File: src/rtl/fetch_unit.sv
// Instruction fetch stage: owns the program counter, runs the req/ack read to
// instruction memory and hands each fetched word to the instruction Register.
module fetch_unit #(
  parameter int DATA_W = 16,
  parameter int ADDR_W = 16,
  parameter logic [ADDR_W-1:0] RESET_PC = 16'h0000
) (
  input  logic              clk,
  input  logic              reset,
  output logic              mem_req,
  output logic [ADDR_W-1:0] mem_addr,
  input  logic              mem_ack,
  input  logic [DATA_W-1:0] mem_rdata,
  input  logic              stall,
  input  logic              branch_en,
  input  logic [ADDR_W-1:0] branch_addr,
  output logic              ir_load,
  output logic [DATA_W-1:0] ir_data,
  output logic [ADDR_W-1:0] instr_pc,
  output logic [ADDR_W-1:0] pc_out
);

  typedef enum logic [1:0] {
    IDLE,
    REQ,
    DELIVER
  } state_t;

  localparam logic [ADDR_W-1:0] PC_STEP = {{(ADDR_W-1){1'b0}}, 1'b1};

  state_t            state;
  logic [ADDR_W-1:0] pc;
  logic              redirect_pending;
  logic [ADDR_W-1:0] redirect_target;

  assign mem_req  = (state == REQ);
  assign ir_load  = (state == DELIVER);
  assign mem_addr = pc;
  assign pc_out   = pc;

  // A branch seen while a read is in flight cannot move the address bus, so it
  // is remembered and applied (with the returned word dropped) once ack arrives.
  always_ff @(posedge clk or posedge reset) begin
    if (reset) begin
      state            <= IDLE;
      pc               <= RESET_PC;
      ir_data          <= '0;
      instr_pc         <= '0;
      redirect_pending <= 1'b0;
      redirect_target  <= '0;
    end else begin
      case (state)
        IDLE: begin
          if (branch_en) begin
            pc <= branch_addr;
          end
          if (!stall) begin
            state <= REQ;
          end
        end

        REQ: begin
          if (mem_ack) begin
            if (branch_en) begin
              pc               <= branch_addr;
              redirect_pending <= 1'b0;
              state            <= IDLE;
            end else if (redirect_pending) begin
              pc               <= redirect_target;
              redirect_pending <= 1'b0;
              state            <= IDLE;
            end else begin
              ir_data  <= mem_rdata;
              instr_pc <= pc;
              pc       <= pc + PC_STEP;
              state    <= DELIVER;
            end
          end else if (branch_en) begin
            redirect_pending <= 1'b1;
            redirect_target  <= branch_addr;
          end
        end

        DELIVER: begin
          // The word is still pulsed out; squashing it belongs to the control path.
          if (branch_en) begin
            pc <= branch_addr;
          end
          state <= IDLE;
        end

        default: begin
          state <= IDLE;
        end
      endcase
    end
  end

endmodule

File: config.mk
export PLATFORM = sky130hd
export DESIGN_NAME = fetch_unit
export DESIGN_NICKNAME = d
export VERILOG_FILES = /design/src/rtl/fetch_unit.sv
export SDC_FILE = /design/constraint.sdc
export NUM_CORES = 1
export LEC_CHECK = 0
export CORE_MARGIN = 2
export CORE_UTILIZATION = 47
export DETAILED_ROUTE_END_ITERATION = 8
export GPL_TIMING_DRIVEN = 0
export PLACE_DENSITY = 0.8
export SLEW_MARGIN = 0
export SYNTH_ARGS = -nofsm -noshare
export SYNTH_HDL_FRONTEND = slang
export SYNTH_SLANG_ARGS = --single-unit
File: constraint.sdc
create_clock -name clk -period 3.15 [get_ports clk]
set_input_delay 0.945 -clock clk [delete_from_list [all_inputs] [get_ports clk]]
set_output_delay 0.945 -clock clk [all_outputs]
set_load 0.03 [all_outputs]
Word level (Yosys, flattened, before mapping)
Index checks and enable logic that the tools add are counted.
{"block": "word_totals", "out_inout_bits": 66, "inputBits": 37, "reg_bits": 67}
{"block": "classes", "n_addsub": 1, "eq_ne": 5, "bitwise": 3, "reduce_logical": 9, "muxes": 12}
{"cell": "16-bit two-way mux", "count": 4}
{"cell": "16-bit case mux with 2 select lines", "count": 1}
{"cell": "16-bit by 1-bit adder with 16-bit output, second input constant", "count": 1}
{"cell": "2-bit two-way mux", "count": 4}
{"cell": "3-bit AND reduction", "count": 2}
{"cell": "2-bit by 1-bit inequality test with 1-bit output, second input constant", "count": 2}
{"cell": "2-bit case mux with 2 select lines", "count": 1}
{"cell": "2-bit AND reduction", "count": 2}
{"cell": "4-bit AND reduction", "count": 1}
{"cell": "2-bit nonzero test", "count": 2}
{"cell": "1-bit NOT", "count": 3}
{"cell": "2-bit by 1-bit == test with 1-bit output, second input constant", "count": 1}
{"cell": "2-bit == test, second input constant", "count": 1}
{"cell": "2-bit logical NOT", "count": 1}
{"cell": "1-bit two-way mux", "count": 2}
{"cell": "2-bit inequality test, second input constant", "count": 1}
{"cell": "2-bit OR reduction", "count": 1}

Longest topological paths before layout
Gate-level depths: netlist (run 1).
{"block": "logic_depth", "word_depth": 5, "depth_mapped": 6, "mapped_depth_nobuf": 5}

Worst setup path after synthesis (run 1)
No wires, ideal clock.
{"block": "synth_path", "path_type": "input port to flip-flop", "startpoint": "in mem_ack", "endpoint": "reg ir_data[10]", "setup_slack_ns": 0.975, "stages": 6, "setup_time_ns": 0.125, "arrival_time_ns": 2.050, "n_path_buf": 2, "path_cell_list": "nand3b_2 or3_1 buf_6 clkinv_4 buf_8 mux2_2"}
{"block": "synth_via", "elab_chain_cells": 1}
{"element": "from (decl)", "line_no": "12", "text": "input logic mem_ack,"}
{"element": "4-bit AND reduction (no source line)"}
{"element": "to (signal assigned)", "line_no": "73", "text": "ir_data <= mem_rdata;"}
{"element": "to (decl)", "line_no": "18", "text": "output logic [DATA_W-1:0] ir_data,"}
Every way passes these cells.
A chain may end at the register's enable or synchronous reset.

Worst setup path after layout (run 1)
{"block": "layout_path", "startpoint": "reg pc[0] (netlist: mem_addr[0])", "endpoint": "out pc_out[0]"}
{"element": "from (decl)", "line_no": "32", "text": "logic [ADDR_W-1:0] pc;"}
{"element": "from (signal assigned)", "line_no": "55", "text": "pc <= branch_addr;"}
{"element": "from (signal assigned)", "line_no": "65", "text": "pc <= branch_addr;"}
{"element": "from (signal assigned)", "line_no": "69", "text": "pc <= redirect_target;"}
{"element": "to (decl)", "line_no": "20", "text": "output logic [ADDR_W-1:0] pc_out"}
No word-level cell between the ends.

==> results of run 1 <==
==> cell usage after synthesis (3+ instances only) <==
cell type | count | area [µm²]
dfrtp_1 | 67 | 1680
mux2_2 | 40 | 450
a21oi_1 | 17 | 85.1
buf_4 | 17 | 128
nand2_1 | 13 | 48.8
nor2_1 | 9 | 33.8
mux2i_1 | 8 | 80.1
buf_2 | 7 | 35.0
mux2_4 | 7 | 105
nand2b_1 | 7 | 43.8
nand3_1 | 7 | 35.0
a211oi_1 | 5 | 37.5
nor3_1 | 5 | 25.0
o21ai_0 | 5 | 25.0
a21o_1 | 4 | 30.0
and3_1 | 4 | 25.0
inv_1 | 4 | 15.0
nand4_1 | 4 | 25.0
nor2b_1 | 4 | 25.0
nor4_1 | 4 | 25.0
xnor2_1 | 4 | 35.0
a31oi_1 | 3 | 18.8
and4_1 | 3 | 26.3
o22a_1 | 3 | 26.3
==> worst register-to-register path, stage by stage, from the launching register on <==
cell      delay (ns)
dfrtp_1         0.57
ha_1            0.31
nand3_1         0.21
nor3_1          0.41
a211oi_1        0.13
o32a_1          0.34
==> path summary, 6_finish.rpt <==
kind / startpoint / endpoint / slack [ns] / depth (start not counted)
worst max-delay path: mem_addr[0]$_DFFE_PP0P_ / pc_out[0] / 0.47 / 2
worst min-delay path: state[1]$_DFFE_PP0P_ / state[0]$_DFFE_PP0P_ / 0.47 / 1
worst max register to register: mem_addr[0]$_DFFE_PP0P_ / mem_addr[12]$_DFFE_PP0P_ / 1.08 / 5
worst min register to register: state[1]$_DFFE_PP0P_ / state[0]$_DFFE_PP0P_ / 0.47 / 1
max in group asynchronous: reset / redirect_target[12]$_DFFE_PP0P_ / 1.50 / 2
min in group asynchronous: reset / redirect_target[2]$_DFFE_PP0P_ / 1.10 / 2
==> final cells by class <==
cell class	instances	area, µm²	share of cell area [%]
buffer	32	220	4.69
clock buffer	11	151	3.23
clock inverter	3	15.0	0.320
inverter	5	26.3	0.560
multi-input combinational	187	1460	31.1
sequential	67	1680	35.7
tap	96	120	2.56
timing repair buffer	102	1020	21.8
==> registers in the layout, indices dropped and copies added (netlist names) <==
name and cells:
mem_addr 16, ir_data 16, state 2, redirect_target 16, redirect_pending 1, instr_pc 16
==> metal layers <==
metal  GRT usage [%]  vias to the layer above  wire length, µm
li1                -                     1261                -
met1            29.5                     1292             3530
met2            34.3                      130             3770
met3            7.09                       14              685
met4            7.71                        0              144
met5               0                        -                0
==> cell usage in the layout, fill, tap and decap left out, types with 3 or more instances in the layout <==
cell type        count
nand2b_1             7
a211oi_1             5
dfrtp_1             67
mux2_4               7
nor2_1               9
a21o_1               4
nor4_1               4
inv_1                3
nand4_1              4
clkinv_2             3
mux2i_1              8
buf_4               17
xnor2_1              4
and4_1               3
clkbuf_8            11
o21ai_0              5
clkdlybuf4s50_1    102
nor3_1               5
nand3_1              7
a21oi_1             17
a31oi_1              3
and3_1               4
buf_2                7
nor2b_1              4
nand2_1             13
o22a_1               3
mux2_2              40
==> logic make-up (layout without fill, tap and decap cells) <==
group,after synthesis,after routing,synth area share (%)
fa+ha+maj,1,1,0.370
flops,67,67,49.6
simple gates,70,70,11.5
compound gates,54,54,10.6
buf+inv,37,153,7.21
xor+xnor,5,5,1.29
mux,57,57,19.5
==> stage by stage <==
stage	power (mW)	util, %	TNS, ns	cell area [µm²]
2_1_floorplan	3.54	-	0	3380
3_3_place_gp	4.64	65.8	-43.57	4520
3_5_place_dp	4.71	65.9	0	4530
4_1_cts	5.36	68.3	0	4690
5_1_grt	5.65	68.3	0	4690
6_report	5.33	68.3	0	4690
==> power by group through the flow <==
stage	clock, mW	sequential (mW)	combinational [mW]
detailed placement	0	1.66	3.05
floorplan	0	2.19	1.35
global placement	0	1.63	3.01
global route	0.680	1.71	3.26
finish	0.627	1.64	3.06
CTS	0.643	1.64	3.07
==> flow_metrics.py, run 1 <==
metrics = {
    "global_routing": {
        "grt_max_degree": 68,
        "overflow": 0,
        "grt_use_total_pct": 22.2,
        "grt_pass1_vias": 2736,
        "grt_antenna_before_repair": 0,
        "grt_first_pass_wirelength_um": 13200,
    },
    "setup_path": {
        "critPathSlowestCell": "clkdlybuf4s50_1",
        "worst-endpoint-required_ns": 2.20,
        "critPathKind": "flip-flop to output pin",
        "crit_path_max_fanout": 10,
        "worstPathArrival_ns": 1.73,
        "cp-end-kind": "output pin",
        "cpLargestDelayFamily": "buffers and inverters",
        "path_cells": "buf_4 > clkdlybuf4s50_1",
        "critical_path_buf_inv_count": 2,
        "crit_path_start_kind": "flip-flop",
        "slowest_delay_ns": 0.65,
    },
    "timing": {
        "fin_crit_ns": 2.68,
        "finalMaxSlewViolations": 0,
        "hold_slack_ns": 0.467,
        "fin_worst_skew_ns": 0.00530,
        "setup_viol": 0,
        "min_period_over_period_pct": 85.0,
        "finalHoldViolations": 0,
        "setup_slack_ns": 0.473,
        "slew_headroom_pct": 45.5,
        "worstMarginPinSlew_ns": 0.817,
        "rsz0062_at_grt": "false",
        "fmax_mhz": 374,
    },
    "drt": {
        "vias": 2697,
        "drtIter0Drc": 157,
        "wl_per_cell_um": 16.2,
        "drc": 0,
        "drtAntennaViolNets": 0,
        "routed_wl_um": 8130,
        "vias_per_cell": 5.36,
        "dr.pass1.iters": 5,
    },
    "yosys": {
        "avgSynthCellArea_um2": 11.6,
        "synth_seq_cells": 67,
        "ys_warn_count": 0,
        "yosysSeqAreaShare_pct": 49.6,
        "synth.cell_area_mm2": 0.00338,
        "synthFlopType": "dfrtp_1",
        "synth_nets": 329,
        "async_reset_ff_share_pct": 100,
        "synth-edff-count": 0,
        "synth.distinct_cells": 52,
        "syn_inst": 291,
    },
    "job": {
        "cap_violations": 0,
    },
    "power_and_ir_drop": {
        "p_sw_share_pct": 42.9,
        "power_density_mw_per_mm2": 1140,
        "combPwrFrac_pct": 57.4,
        "power.switching_mw": 2.29,
        "p_int_mw": 3.04,
        "peakVddDrop_v": 0.000554,
        "p_leak_nw": 2.00,
        "p_clk_share_pct": 11.8,
        "power_frac_seq_pct": 30.8,
    },
    "floorplan": {
        "start_util_pct": 49.2,
        "io_pins": 103,
        "die_h_um": 88.8,
        "die_area_mm2": 0.00789,
        "rows": 30,
        "design.core.area_mm2": 0.00687,
        "die_w_um": 88.8,
    },
    "final_layout": {
        "fillCellCount": 513,
        "fin_cells": 503,
        "drive_gt1_share_pct": 22.9,
        "nets": 442,
        "num_antenna_cells": 0,
        "syn_to_final_growth_pct": 38.7,
    },
    "cts": {
        "post_cts_resize_count": 0,
        "clock_sinks": 67,
        "clkTransAtPathRegs_ns": 0.07,
        "cts_made_buffers": 9,
        "cts-root-buf": "clkbuf_8",
        "htreeDepth": 3,
        "hold_buffers": 0,
        "clock_latency_ns": 0.34,
        "postCtsSetupBuffers": 0,
        "cts_tree": "yes",
        "cts_buffer_depth": 2,
    },
    "placement": {
        "portBuffers": 102,
        "dp_slack_ns": 0.237,
        "hpwl_um": 5770,
        "dp.cells": 489,
        "finalWeightedCongestion": 0.877,
    },
    "hold_path": {
        "min_path_type": "flip-flop to flip-flop",
    },
    "outcome": {
        "outcome": "finished clean",
    },
}
Note: power is estimated with default switching activity, not from simulation.
==> run 2, diff against run 1 <==
--- a/config.mk
+++ b/config.mk
@@ -6,10 +6,10 @@
 export NUM_CORES = 1
 export LEC_CHECK = 0
 export CORE_MARGIN = 2
-export CORE_UTILIZATION = 47
+export CORE_UTILIZATION = 43
 export DETAILED_ROUTE_END_ITERATION = 8
 export GPL_TIMING_DRIVEN = 0
-export PLACE_DENSITY = 0.8
+export PLACE_DENSITY = 0.77
 export SLEW_MARGIN = 0
 export SYNTH_ARGS = -nofsm -noshare
 export SYNTH_HDL_FRONTEND = slang
==> constraint.sdc (replaced) <==
create_clock -name clk -period 2.3 [get_ports clk]
set_input_delay 0.69 -clock clk [delete_from_list [all_inputs] [get_ports clk]]
set_output_delay 0.69 -clock clk [all_outputs]
set_load 0.03 [all_outputs]
==> run 2 against run 1 <==
Against the previous run: die area increased by 8.9%; final cell count increased by 1.8%; clock power increased by 51%; non-clock buffer count increased by 1; register-to-register slack got worse by 0.76 ns; power increased by 38%; worst hold slack got worse by 0.0032 ns; via count increased by 1.1%; combinational power increased by 35%; sequential share of layout area decreased by 0.38 points; critical path type unchanged.
==> flow_metrics.py, run 2 (synthesis results as in run 1) <==
metrics = {
    "cts": {
        "htreeDepth": 3,
        "cts_made_buffers": 9,
        "cts-root-buf": "clkbuf_8",
        "clock_latency_ns": 0.35,
        "clock_sinks": 67,
        "clkTransAtPathRegs_ns": 0.07,
        "cts_buffer_depth": 2,
        "cts_tree": "yes",
        "hold_buffers": 0,
    },
    "setup_path": {
        "critPathKind": "flip-flop to output pin",
        "crit_path_max_fanout": 7,
        "crit_path_start_kind": "flip-flop",
        "cpLargestDelayFamily": "buffers and inverters",
        "critical_path_buf_inv_count": 1,
        "timing.rr.start": "mem_addr[0]$_DFFE_PP0P_",
        "rr_worst_depth": 5,
        "worstPathArrival_ns": 1.58,
        "r2r_end": "mem_addr[12]$_DFFE_PP0P_",
        "reg2reg_slack_ns": 0.32,
        "cp-end-kind": "output pin",
        "worst-endpoint-required_ns": 1.61,
        "slowest_delay_ns": 0.73,
        "critPathSlowestCell": "clkdlybuf4s50_1",
        "path_cells": "clkdlybuf4s50_1",
    },
    "floorplan": {
        "die_h_um": 92.7,
        "die_w_um": 92.7,
        "design.core.area_mm2": 0.00769,
        "start_util_pct": 44.0,
        "die_area_mm2": 0.00859,
        "io_pins": 103,
        "rows": 32,
    },
    "final_layout": {
        "fin_cells": 512,
        "num_antenna_cells": 0,
        "final_cell_mix": "clkdlybuf4s50_1, dfrtp_1, mux2_2",
        "syn_to_final_growth_pct": 40.5,
        "drive_gt1_share_pct": 23.9,
        "layout_commonest_cell": "clkdlybuf4s50_1",
        "nets": 443,
    },
    "drt": {
        "vias": 2726,
        "routed_wl_um": 8220,
        "vias_per_cell": 5.32,
        "dr.pass1.iters": 4,
        "drtIter0Drc": 181,
        "drc": 0,
        "drtAntennaViolNets": 0,
        "wl_per_cell_um": 16.1,
    },
    "placement": {
        "hpwl_um": 5990,
        "finalWeightedCongestion": 0.909,
        "dp_slack_ns": -0.335,
        "portBuffers": 102,
        "dp.cells": 496,
    },
    "outcome": {
        "outcome": "finished clean",
    },
    "global_routing": {
        "grt_first_pass_wirelength_um": 13300,
        "grt_max_degree": 39,
        "overflow": 0,
        "grt_antenna_before_repair": 0,
        "grt_pass1_vias": 2821,
        "grt_use_total_pct": 20.1,
    },
    "power_and_ir_drop": {
        "power_frac_seq_pct": 31.0,
        "peakVddDrop_v": 0.000657,
        "combPwrFrac_pct": 56.1,
        "finalPower_mw": 7.35,
        "power.switching_mw": 3.17,
        "p_int_mw": 4.18,
        "power_density_mw_per_mm2": 1550,
        "p_leak_nw": 2.11,
        "p_sw_share_pct": 43.1,
        "p_clk_share_pct": 12.9,
    },
    "hold_path": {
        "min_path_type": "flip-flop to flip-flop",
        "holdPathStages": 1,
        "holdPathEnd": "state[0]$_DFFE_PP0P_",
        "hp-start": "state[1]$_DFFE_PP0P_",
    },
    "timing": {
        "finalHoldViolations": 0,
        "fin_worst_skew_ns": 0.00831,
        "fin_crit_ns": 2.27,
        "finalMaxSlewViolations": 0,
        "setup_slack_ns": 0.0296,
        "setup_viol": 0,
        "hold_slack_ns": 0.464,
        "slew_headroom_pct": 55.4,
        "worstMarginPinSlew_ns": 0.667,
        "rsz0062_at_grt": "false",
        "fmax_mhz": 440,
        "min_period_over_period_pct": 98.7,
    },
    "job": {
        "cap_violations": 0,
    },
}
run 2: area by class of cell:
| type | instances | area, µm² |
|---|---|---|
| Buffer | 32 | 221 |
| Clock buffer | 11 | 131 |
| Clock inverter | 5 | 53.8 |
| Fill cell | 629 | 2930 |
| Inverter | 5 | 27.5 |
| Multi-Input combinational cell | 187 | 1460 |
| Sequential cell | 67 | 1680 |
| Tap cell | 102 | 128 |
| Timing Repair Buffer | 103 | 1050 |
run 2: per-stage QoR:
step	utilization (%)	instance area, µm²	TNS [ns]
final	61.8	4750	0
after global routing	61.8	4750	0
after CTS	61.6	4730	0
after detailed placement	59.2	4550	-9.71
after global placement	59.0	4530	-9.10
after floorplan	-	3390	0
run 2: how the worst max path moves through the flow:
stage                                        start                       to  slack, ns  cells after the start
final                     mem_addr[13]$_DFFE_PP0P_             mem_addr[13]       0.03                      1
after global routing      mem_addr[13]$_DFFE_PP0P_             mem_addr[13]      0.005                      1
after CTS                 mem_addr[12]$_DFFE_PP0P_               pc_out[12]      0.003                      2
after detailed placement                   mem_ack   ir_data[5]$_DFFE_PP0P_      -0.34                      7
after global placement                     mem_ack   ir_data[6]$_DFFE_PP0P_      -0.34                      7
after floorplan                            mem_ack  ir_data[10]$_DFFE_PP0P_       0.38                      6
run 2: power by group through the flow:
stage	clock [mW]	sequential, mW	combinational [mW]
floorplan	0	3.00	1.85
detailed placement	0	2.28	4.18
finish	0.949	2.28	4.12
CTS	0.967	2.27	4.15
global route	1.02	2.36	4.38
global placement	0	2.24	4.11
run 2: repair_timing:
action,CTS,global route
endpoints found under the hold margin,0,0
setup buffers,0,0
setup endpoints to repair,12,19
resized for setup,12,10
run 2: layer usage:
layer / global-route usage [%] / up-vias / wire length (µm)
met2: 31.8 / 112 / 3890
met1: 25.2 / 1327 / 3500
met4: 10.3 / 0 / 195
met5: 0 / - / 0
met3: 5.53 / 18 / 636
li1: - / 1269 / -
==> run 3, diff against run 2 <==
==> constraint.sdc (replaced) <==
create_clock -name clk -period 2.3 [get_ports clk]
set_input_delay 0.46 -clock clk [delete_from_list [all_inputs] [get_ports clk]]
set_output_delay 0.46 -clock clk [all_outputs]
set_load 0.03 [all_outputs]
==> run 3 against run 2 <==
Against the previous run: sequential share of layout area shrank 0.13 points; combinational power grew 1%; wire length shrank 1.8%; sequential power is essentially flat; first-iteration DRC count shrank 3.3%; clock-buffer cell count grew 1.
==> flow_metrics.py, run 3 (synthesis results as in run 1) <==
metrics = {
    "floorplan": {
        "start_util_pct": 44.0,
        "io_pins": 103,
        "die_area_mm2": 0.00859,
        "rows": 32,
        "die_h_um": 92.7,
        "design.core.area_mm2": 0.00769,
        "die_w_um": 92.7,
    },
    "timing": {
        "worstMarginPinSlew_ns": 0.823,
        "finalMaxSlewViolations": 0,
        "fin_setup_tns_ns": 0,
        "setup_slack_ns": 0.0723,
        "fmax_mhz": 449,
        "rsz0062_at_grt": "false",
        "finalHoldViolations": 0,
        "min_period_over_period_pct": 96.9,
        "slew_headroom_pct": 45.2,
        "setup_viol": 0,
        "fin_worst_skew_ns": 0.00744,
        "fin_crit_ns": 2.23,
    },
    "final_layout": {
        "syn_to_final_growth_pct": 40.8,
        "layout_commonest_cell": "clkdlybuf4s50_1",
        "num_antenna_cells": 0,
        "fillCellCount": 634,
        "multi_input_area_mm2": 0.00146,
        "fin_area_mm2": 0.00476,
        "nets": 442,
        "register_area_mm2": 0.00168,
        "drive_gt1_share_pct": 23.0,
        "final_cell_mix": "clkdlybuf4s50_1, dfrtp_1, mux2_2",
        "fin_cells": 511,
    },
    "placement": {
        "hpwl_um": 5740,
        "placed_cell_area_mm2": 0.00453,
        "dp.cells": 495,
        "portBuffers": 102,
        "finalWeightedCongestion": 0.890,
        "dp_slack_ns": -0.140,
    },
    "cts": {
        "post_cts_resize_count": 0,
        "cts_tree": "yes",
        "hold_buffers": 0,
        "cts_buffer_depth": 2,
        "cts-root-buf": "clkbuf_8",
        "cts_made_buffers": 9,
        "clkTransAtPathRegs_ns": 0.07,
        "postCtsSetupBuffers": 0,
        "clock_latency_ns": 0.35,
        "clock_sinks": 67,
        "htreeDepth": 3,
    },
    "drt": {
        "drc": 0,
        "vias_per_cell": 5.24,
        "drtAntennaViolNets": 0,
        "dr.pass1.iters": 4,
        "wl_per_cell_um": 15.8,
        "vias": 2678,
        "drtIter0Drc": 175,
        "routed_wl_um": 8080,
    },
    "power_and_ir_drop": {
        "finalPower_mw": 7.54,
        "power_density_mw_per_mm2": 1580,
        "p_leak_nw": 2.03,
        "peakVddDrop_v": 0.000792,
    },
    "hold_path": {
        "holdPathStages": 1,
        "min_path_type": "flip-flop to flip-flop",
    },
    "global_routing": {
        "grt_antenna_before_repair": 0,
        "overflow": 0,
        "grt_use_total_pct": 19.5,
        "grt_max_degree": 68,
        "grt_pass1_vias": 2699,
        "grt_first_pass_wirelength_um": 13100,
    },
    "outcome": {
        "outcome": "finished clean",
    },
    "setup_path": {
        "crit_path_max_fanout": 8,
        "worstPathArrival_ns": 1.77,
        "cp-end-kind": "output pin",
        "worst-endpoint-required_ns": 1.84,
        "critPathKind": "flip-flop to output pin",
        "rr_worst_depth": 5,
        "crit_path_start_kind": "flip-flop",
    },
    "job": {
        "cap_violations": 0,
    },
}
==> run 3: cell types whose count changed in the layout (fill, tap and decap cells not counted), sizes merged, moves of 3 or more <==
cell,previous run,this run
clkinv,5,2
dlygate4sd2,9,0
clkdlybuf4s50,85,102
dlymetal6s2s,8,0
==> run 3: per-stage QoR <==
| step | util (%) | hold WS [ns] |
|---|---|---|
| final | 61.9 | 0.459 |
| after global routing | 61.9 | 0.474 |
| after CTS | 61.9 | 0.464 |
| after detailed placement | 59.0 | 0.452 |
| after global placement | 58.9 | 0.444 |
| after floorplan | - | 0.425 |
==> run 3: power breakdown <==
| group | switching, mW | internal [mW] | leakage [nW] | total (mW) |
|---|---|---|---|---|
| combinational | 2.20 | 1.97 | 1.12 | 4.18 |
| clock | 0.439 | 0.668 | 0.113 | 1.11 |
| sequential | 0.495 | 1.76 | 0.796 | 2.25 |
| total | 3.14 | 4.40 | 2.03 | 7.54 |
==> run 3: final timing paths <==
path                                    startpoint                        to  slack [ns]
max in group asynchronous                    reset  instr_pc[11]$_DFFE_PP0P_        1.13
hold reg to reg               state[1]$_DFFE_PP0P_      state[0]$_DFFE_PP0P_        0.46
min in group asynchronous                    reset   ir_data[10]$_DFFE_PP0P_        0.62
setup reg to reg           mem_addr[0]$_DFFE_PP0P_  mem_addr[12]$_DFFE_PP0P_        0.24
hold / removal                state[1]$_DFFE_PP0P_      state[0]$_DFFE_PP0P_        0.46
setup / recovery              state[0]$_DFFE_PP0P_                   mem_req        0.07
==> run 3: layout make-up <==
cell class | count | share of cell area [%]
clock inverters | 4 | 1.52
well taps | 102 | 2.68
plain buffers | 32 | 4.63
multi-input cells | 187 | 30.7
repair buffers | 102 | 21.4
clock buffers | 12 | 3.26
flip-flops and latches | 67 | 35.2
inverters | 5 | 0.552
==> run 3: worst max-delay path, cell delays in order (launching register included) <==
cell and delay (ns):
dfrtp_1 0.48, and2b_1 0.23, clkdlybuf4s50_1 0.71
==> run 3: layer usage <==
metal / vias up / share of wire [%] / track usage, %
li1: 1271 / - / -
met1: 1271 / 42 / 25.0
met2: 119 / 47 / 30.5
met3: 17 / 8.3 / 5.61
met4: 0 / 2.4 / 8.95
met5: - / 0 / 0
